`src/rtl/pipe_pkg.sv`:
```
// pipe_pkg: shared width default and log2 helper for the stallable pipeline and its receiver
package pipe_pkg;

    localparam int PIPE_WIDTH = 100;

    function automatic int clog2(input int n);
        int r;
        r = 0;
        while ((1 << r) < n) r = r + 1;
        return r;
    endfunction

endpackage

```
`src/rtl/pipe_rx_mem.sv`:
```
// pipe_rx_mem: DEPTH x WIDTH register array, one write port, one asynchronous read port, no reset
module pipe_rx_mem
    import pipe_pkg::*;
#(
    parameter int WIDTH = PIPE_WIDTH,
    parameter int DEPTH = 4
) (
    input  logic                      clk,
    input  logic                      we,
    input  logic [clog2(DEPTH)-1:0]   waddr,
    input  logic [WIDTH-1:0]          wdata,
    input  logic [clog2(DEPTH)-1:0]   raddr,
    output logic [WIDTH-1:0]          rdata
);

    logic [WIDTH-1:0] mem [DEPTH];

    // storage write; contents are only meaningful behind a valid count
    always_ff @(posedge clk) begin
        if (we) mem[waddr] <= wdata;
    end

    assign rdata = mem[raddr];

endmodule

```
`src/rtl/pipe_rx_skid_fifo.sv`:
```
// pipe_rx_skid_fifo: pipeline-tail receiver buffering words in a FIFO with a flop-only in_allow
module pipe_rx_skid_fifo
    import pipe_pkg::*;
#(
    parameter int WIDTH = PIPE_WIDTH,
    parameter int DEPTH = 4
) (
    input  logic                        clk,
    input  logic                        rst,
    input  logic                        validin,
    input  logic [WIDTH-1:0]            datain,
    output logic                        in_allow,
    input  logic                        flush,
    output logic                        out_valid,
    output logic [WIDTH-1:0]            out_data,
    input  logic                        out_ready,
    output logic [clog2(DEPTH+1)-1:0]   count
);

    localparam int PW = clog2(DEPTH);
    localparam int CW = clog2(DEPTH+1);

    logic [PW-1:0] wr_ptr;
    logic [PW-1:0] rd_ptr;
    logic          push;
    logic          pop;

    // flags decode from the count register only, so out_ready never reaches in_allow
    always_comb begin
        in_allow  = (count != CW'(DEPTH));
        out_valid = (count != '0);
        push      = validin && in_allow;
        pop       = out_valid && out_ready;
    end

    // pointer and occupancy state; flush beats push and pop
    always_ff @(posedge clk or negedge rst) begin
        if (!rst) begin
            wr_ptr <= '0;
            rd_ptr <= '0;
            count  <= '0;
        end else if (flush) begin
            wr_ptr <= '0;
            rd_ptr <= '0;
            count  <= '0;
        end else begin
            wr_ptr <= push ? wr_ptr + 1'b1 : wr_ptr;
            rd_ptr <= pop ? rd_ptr + 1'b1 : rd_ptr;
            count  <= count + CW'(push) - CW'(pop);
        end
    end

    pipe_rx_mem #(
        .WIDTH (WIDTH),
        .DEPTH (DEPTH)
    ) u_mem (
        .clk   (clk),
        .we    (push && !flush),
        .waddr (wr_ptr),
        .wdata (datain),
        .raddr (rd_ptr),
        .rdata (out_data)
    );

endmodule

```
`config.mk`:
```
export PLATFORM = sky130hd
export DESIGN_NAME = pipe_rx_skid_fifo
export DESIGN_NICKNAME = d
export VERILOG_FILES = /design/src/rtl/pipe_pkg.sv /design/src/rtl/pipe_rx_mem.sv /design/src/rtl/pipe_rx_skid_fifo.sv
export SDC_FILE = /design/constraint.sdc
export NUM_CORES = 1
export LEC_CHECK = 0
export BUFFER_PORTS_ARGS = -buffer_cell sky130_fd_sc_hd__buf_2
export CORE_ASPECT_RATIO = 0.8
export CORE_MARGIN = 5
export CORE_UTILIZATION = 45
export DETAILED_ROUTE_END_ITERATION = 10
export MAX_ROUTING_LAYER = met4
export PLACE_DENSITY = 0.72
export SLEW_MARGIN = 10
export SYNTH_ARGS = -nofsm -noshare
export SYNTH_HDL_FRONTEND = slang
export SYNTH_SLANG_ARGS = --single-unit
export TNS_END_PERCENT = 50
```
`constraint.sdc`:
```
create_clock -name clk -period 11.44 [get_ports clk]
set_input_delay 2.288 -clock clk [delete_from_list [all_inputs] [get_ports clk]]
set_output_delay 2.288 -clock clk [all_outputs]
set_load 0.03 [all_outputs]
```
---- Yosys cells after proc, flatten, opt, wreduce, memory -nomap -nowiden ----
Memories as Yosys holds them, arrays and structs flattened.
Cells that the tools add are included.
storage, ports and cells
  memory bits (writable) .................. 400
  bits in read-only memories .............. 0
  memories kept ........................... 1
  bits in registers ....................... 7
  bits in latches ......................... 0
  output and inout bits ................... 105
operators by class
  reduce and logical (&&, ||, !) cells .... 7
  bitwise gates (word level) .............. 0
  $lt $le $gt $ge ......................... 0
  div/mod/pow operators ................... 0
  eq/ne operators ......................... 1
  shift operators ......................... 0
  muxes and demuxes ....................... 7
  add/subtract/negate cells ............... 4
  $mul .................................... 0
memories
  memory     words  bits a word  rd ports  clocked after Yosys merged registers in  wr ports  RTL line           source
  u_mem.mem  4      100          1         0                                        1         pipe_rx_mem.sv:16  logic [WIDTH-1:0] mem [DEPTH];
operators by type and width
  kind                                           number
  two-way mux 2 bit                              4
  adder 2 x 1 -> 2 bit (second input constant)   2
  nonzero test 2 bit                             2
  adder 3 x 1 -> 3 bit                           1
  logical AND 1 bit                              3
  two-way mux 3 bit                              1
  inequality test 3 bit (second input constant)  1
  nonzero test 3 bit                             1
  subtractor 3 x 1 -> 3 bit                      1
  two-way mux 1 bit                              2
  logical NOT 1 bit                              1

---- Depth between registers and ports, before layout ----
Gate-level depths: netlist of the first run.
  word-level depth ........................ 5
  mapped depth ............................ 10
  gate-level depth less buffers ........... 10

---- Modules after synthesis ----
Synthesis of the first run repeated with hierarchy kept, for this count alone.
unflattened totals
  cell total of the unflattened synthesis .. 562
  area, all modules ....................... 14960.6 um2
modules (own cells, without submodules)
  module             area an instance (um2)  cells each  instances
  pipe_rx_mem        14560.2                 526         1
  pipe_rx_skid_fifo  400.4                   36          1

---- Least setup slack after synthesis of the first run ----
Ideal clock, no wire load.
  path kind ............................... input port to flip-flop
  from .................................... input flush
  to ...................................... memory u_mem.mem[0][0] in the netlist's numbering, enable pin
  required time ........................... 10.970 ns
  setup slack ............................. 5.888 ns
  cell stages on the path ................. 3
  arrival time ............................ 5.082 ns
  setup time .............................. 0.470 ns
  cells stage by stage .................... clkbuf_1 -> nor3_1 -> and2_1
on the way
  cells in the longest elaborated chain, start to end .. 4
ends and longest elaborated chain
  what                                     RTL line                 source
  from (decl)                              pipe_rx_skid_fifo.sv:13  input logic flush,
  logical NOT 1 bit                        pipe_rx_skid_fifo.sv:58  .we (push && !flush),
  logical AND 1 bit                        pipe_rx_skid_fifo.sv:58
  two-way mux 1 bit                        pipe_rx_mem.sv:20        if (we) mem[waddr] <= wdata;
  two-way mux 1 bit (implied by the code)  pipe_rx_mem.sv:20
  to (decl)                                pipe_rx_mem.sv:16
No other way between the ends.

---- Worst setup path in the final report of the first run ----
  from .................................... register rd_ptr[0]
  to ...................................... output out_data[53]
on the way
  cells in the longest elaborated chain, start to end .. 1
ends and longest elaborated chain
  what                       RTL line                 source
  from (decl)                pipe_rx_skid_fifo.sv:24  logic [PW-1:0] rd_ptr;
  from (signal assigned)     pipe_rx_skid_fifo.sv:48  rd_ptr <= pop ? rd_ptr + 1'b1 : rd_ptr;
  memory read (4 x 100 bit)  n/a
  to (decl)                  pipe_rx_skid_fifo.sv:15  output logic [WIDTH-1:0] out_data,
No other way between the ends.

==> run metrics, run 1 <==
status=completed; total grt overflow=0; final hold violation count=0; # DRC=0; Synth area leaders=edfxtp_1 81%, mux4_2 15%, dfrtp_1 1.2%, buf_6 0.68%, ha_1 0.50%; share of cells above drive strength 1=0.456; wire length per cell=22.3 µm; Max Transition Viols Final=0; die height=173 µm; Worst EP arrival=2.99 ns; vias per std cell=5.34; FP Rows=59; Peak VDD IR=173 µV; Static Leak=0.00589 µW; initial antenna violation count=4; dpl hpwl=17.0 mm; Setup WS pre-CTS=6.56 ns; fmax=0.190 GHz; Starting Density=0.457; slowest CP cell=buf_4; area added between synthesis and finish=18.7%; min-delay worst type=reg2reg; Comb power frac=0.224; first-pass GRT wire length=43.6 mm; DR vias=6,749; RSZ-0062 raised after global routing=false; GP Congestion=0.694; Synth top area share=0.806; busiest grt layer=met2; met1 Use GR=0.216; clock root buffer=clkbuf_16; number of DRC markers in iteration 0=417; CTS sink cnt=407; pin count of the biggest net entering global routing=60; largest area contributor in the netlist=edfxtp_1; Post-synth ARST share=0.0172; Die X=213 µm; Port-buffer cells=209; Synth cell types=24; Worst Path Buf+Inv=2; CTS tree=yes; Clock power frac=0.328; Clock Latency Late Sink=0.53 ns; Cell Count, Final, Fillers Out=1,265; max-cap violations=0; internal power=2830 µW; met3 GRT Util=0.0346; CORE AREA=0.0326 mm²; Post-CTS Setup Inserts=0; crit-path max FO=47; Critical Path Max Stage Delay=0.79 ns; drt pass-1 iters=4; # resized after CTS=0; CP top delay family=buffers and inverters; Avg Cell Area, Syn=26.2 µm²; max_slew headroom=0.363; # IOs=210; final net count=916; met2 Use GR=0.242; Worst Setup End Kind=output pin; NetSw=1140 µW; Final setup violation count=0; critical path, cell by cell=buf_4 > mux4_2 > buf_2; Final WS setup=6.17 ns; final setup TNS=0 ns; switch share=0.286; clk_skew=0.0158 ns; Routed Antenna Nets=0; vias in the first global route=7,418; Final Cycle Share=0.461; Cells after Synth=569; CTS H-tree lvls=2; register bit count reported by yosys=407; Pwr Density=225 mW/mm²; data required time at the worst endpoint=9.15 ns; final wirelength=28.2 mm; All-Layer GR Usage=0.158; worst setup path class=reg2out; clock-pin slew on the worst setup and hold paths=0.06 ns; Syn Nets=681; Reg power frac=0.447; CP Launch Type=flip-flop; die area=0.0369 mm²; Post-synth EDFFs=400; DP Cell Count=1,189; minimum clock period=5.27 ns; commonest non-fill, non-tap cell in the layout=edfxtp_1; ys flop type=edfxtp_1; sequential area share after synthesis=0.818; TritonCTS Buffers=40; commonest cells after routing, fill and taps aside=400 x edfxtp_1, 209 x buf_2, 100 x mux4_2; synthesized area=0.0149 mm²; worst-margin pin slew=0.955 ns; clock buffer depth=3; YS warnings=0; hold buffers post-CTS=0
## cell families (layout without fill, tap and decap cells)
logic type,count (synthesis),count (layout),share of synthesized area
and+or+nand+nor,16,16,0.00621
adders and majority gates,7,7,0.00638
buffers and inverters,30,295,0.0134
xor gates and xnor gates,4,4,0.00235
other,0,4,0
muxes,101,101,0.152
DFF,407,407,0.818
AOI/OAI and AO/OA,4,4,0.00185
## final cells by class
class,instances,area (µm²)
inverter,7,26.3
multi-input combinational,132,2520
clock inverter,24,251
sequential,407,12200
antenna,4,10.0
timing repair buffer,216,1100
tap,427,534
clock buffer,48,1050
fill,2485,14900
## cells in the mapped netlist (all sizes together) (2+ instances only)
master / count
edfxtp: 400
mux4: 100
buf: 21
dfrtp: 7
inv: 7
ha: 6
nor2: 5
and2: 4
clkbuf: 2
nand2b: 2
or3: 2
xnor2: 2
xor2: 2
## metal layers
layer / vias up / routed length, µm
met5: - / 0
met3: 52 / 1940
met4: 0 / 652
li1: 2928 / -
met1: 3555 / 12000
met2: 214 / 13700
## sequential cells by signal (all words and copies together) (netlist names)
signal / count
count: 3
wr_ptr: 2
rd_ptr: 2
u_mem.mem: 400
## final timing paths
| kind | startpoint | to | slack [ns] | cells past startpoint |
|---|---|---|---|---|
| worst min register to register | wr_ptr[1]$_DFFE_PN0P_ | wr_ptr[1]$_DFFE_PN0P_ | 0.60 | 2 |
| max in group asynchronous | rst | rd_ptr[1]$_DFFE_PN0P_ | 9.68 | 1 |
| worst min-delay path | wr_ptr[1]$_DFFE_PN0P_ | wr_ptr[1]$_DFFE_PN0P_ | 0.60 | 2 |
| worst max-delay path | rd_ptr[0]$_DFFE_PN0P_ | out_data[53] | 6.17 | 3 |
| min in group asynchronous | rst | count[2]$_DFF_PN0_ | 1.58 | 1 |
| worst max register to register | count[2]$_DFF_PN0_ | u_mem.mem[0][25]$_DFFE_PP_ | 8.47 | 4 |
## tightest hold or removal path, cell delays in order, from the launching register on
cell      delay, ns
dfrtp_1        0.42
nand2b_1       0.09
mux2i_1        0.06
## through the flow
step	instance area [µm²]	hold WS, ns	util	total power (µW)
floorplan	14900	0.555	-	2480
global placement	16400	0.578	0.502	2710
detailed placement	16400	0.609	0.502	2720
CTS	17700	0.617	0.542	4030
global route	17700	0.670	0.542	4140
finish	17700	0.601	0.542	3970
## power by group through the flow
stage          clock (µW)  sequential [µW]  combinational (µW)
2_1_floorplan           0             1790                 698
3_3_place_gp            0             1810                 904
3_5_place_dp            0             1810                 909
4_1_cts              1340             1780                 911
5_1_grt              1410             1790                 948
6_report             1300             1780                 890
Power figures use the tool's default switching activity.
==> inputs of run 2 (changes only) <==
clock period = 5.2 ns   (was 11.44 ns; I/O delays follow)
==> run metrics, run 2 (same netlist as run 1, synthesis figures left out) <==
All-Layer GR Usage=0.155; internal power=6290 µW; CP Launch Type=flip-flop; Final setup violation count=0; # DRC=0; fin area=0.0178 mm²; FP Rows=59; Die X=213 µm; vias in the first global route=7,385; critical path startpoint=rd_ptr[1]$_DFFE_PN0P_; vias per std cell=5.31; die area=0.0369 mm²; Max Transition Viols Final=0; DR vias=6,704; minimum clock period=3.69 ns; max_slew headroom=0.313; Comb power frac=0.223; commonest non-fill, non-tap cell in the layout=edfxtp_1; min-delay worst type=in2async; clk_skew=0.0121 ns; final net count=920; Post-CTS Setup Inserts=0; most flop-heavy register=u_mem.mem; dpl hpwl=17.0 mm; share of cells above drive strength 1=0.459; CTS sink cnt=407; Port-buffer cells=209; Static Leak=0.00592 µW; Worst EP arrival=2.65 ns; die height=173 µm; placed instance area=0.0165 mm²; clock-pin slew on the worst setup and hold paths=0.06 ns; RSZ-0062 raised after global routing=false; Worst R2R Start=count[1]$_DFF_PN0_; worst hold slack=0.351 ns; overall power=8760 µW; TritonCTS Buffers=40; # resized after CTS=0; CORE AREA=0.0326 mm²; data required time at the worst endpoint=4.16 ns; drt pass-1 iters=4; CTS H-tree lvls=2; commonest cells after routing, fill and taps aside=400 x edfxtp_1, 209 x buf_2, 100 x mux4_2; max FFs per register=400; first-pass GRT wire length=42.9 mm; switch share=0.281; final hold violation count=0; final setup TNS=0 ns; Final Cycle Share=0.710; final wirelength=27.9 mm; Top Registers=u_mem.mem (400), count (3); clock buffer depth=3; total grt overflow=0; status=completed; number of DRC markers in iteration 0=458; reg2reg end=u_mem.mem[0][88]$_DFFE_PP_; r2r setup slk=2.66 ns; CTS tree=yes; GP Congestion=0.725; Pwr Density=493 mW/mm²; initial antenna violation count=2; Reg power frac=0.449; worst-margin pin slew=1.03 ns; Starting Density=0.457; hold buffers post-CTS=0; fmax=0.271 GHz; wire length per cell=22.1 µm; max-cap violations=0; worst setup path class=reg2out; Peak VDD IR=332 µV; # IOs=210; Worst Setup End Kind=output pin; pin count of the biggest net entering global routing=68; Clock power frac=0.328; clock root buffer=clkbuf_16; Clock Latency Late Sink=0.52 ns; Routed Antenna Nets=0; Worst R2R Path Depth=4; area added between synthesis and finish=19.3%; crit-path max FO=67; NetSw=2460 µW
## run 2: cell types whose count changed in the layout (fill, tap and decap cells not counted)
cell	previous run	this run
clkbuf_1	7	8
inv_6	2	0
clkinvlp_4	1	2
inv_8	1	0
diode_2	4	2
clkinv_4	0	2
bufinv_16	5	6
clkinv_2	7	4
buf_4	7	6
clkinv_1	8	4
buf_12	0	5
## run 2: critical path: stages, from the launching register on
cell     delay, ns
dfrtp_4       1.10
buf_4         0.45
mux4_2        0.37
buf_2         0.20
## run 2: final cells by class
class / instances / area [µm²]
fillers: 2435 / 14900
diodes: 2 / 5.00
clock inverters: 18 / 248
inverters: 7 / 26.3
well taps: 427 / 534
multi-input cells: 132 / 2520
repair buffers: 220 / 1190
flip-flops and latches: 407 / 12200
clock buffers: 49 / 1060
## run 2: layer usage
layer / share of wire / up-vias / GRT usage
met2: 0.49 / 190 / 0.240
met3: 0.062 / 51 / 0.0397
li1: - / 2926 / -
met5: 0 / - / -
met4: 0.023 / 0 / 0.0429
met1: 0.43 / 3537 / 0.207
## run 2: per-stage QoR
step / util / setup WS, ns / instances
5_1_grt: 0.545 / 1.34 / 1262
6_report: 0.545 / 1.51 / 1262
3_5_place_dp: 0.505 / 1.97 / 1193
4_1_cts: 0.545 / 1.43 / 1260
2_1_floorplan: - / 0.896 / 569
3_3_place_gp: 0.505 / 2.03 / 1193
## run 2: worst max path at each step
stage / endpoint / slack (ns)
after floorplan: u_mem.mem[0][0]$_DFFE_PP_ / 0.90
final: out_data[0] / 1.51
after CTS: out_data[0] / 1.43
after global placement: out_data[0] / 2.03
after detailed placement: u_mem.mem[2][48]$_DFFE_PP_ / 1.97
after global routing: out_data[0] / 1.34
## run 2: power by group through the flow
stage | Combinational, µW | Sequential, µW | Clock, µW
2_1_floorplan | 1540 | 3930 | 0
3_5_place_dp | 1990 | 4010 | 0
3_3_place_gp | 1970 | 4000 | 0
4_1_cts | 2000 | 3940 | 2950
5_1_grt | 2090 | 3960 | 3090
6_report | 1950 | 3930 | 2870
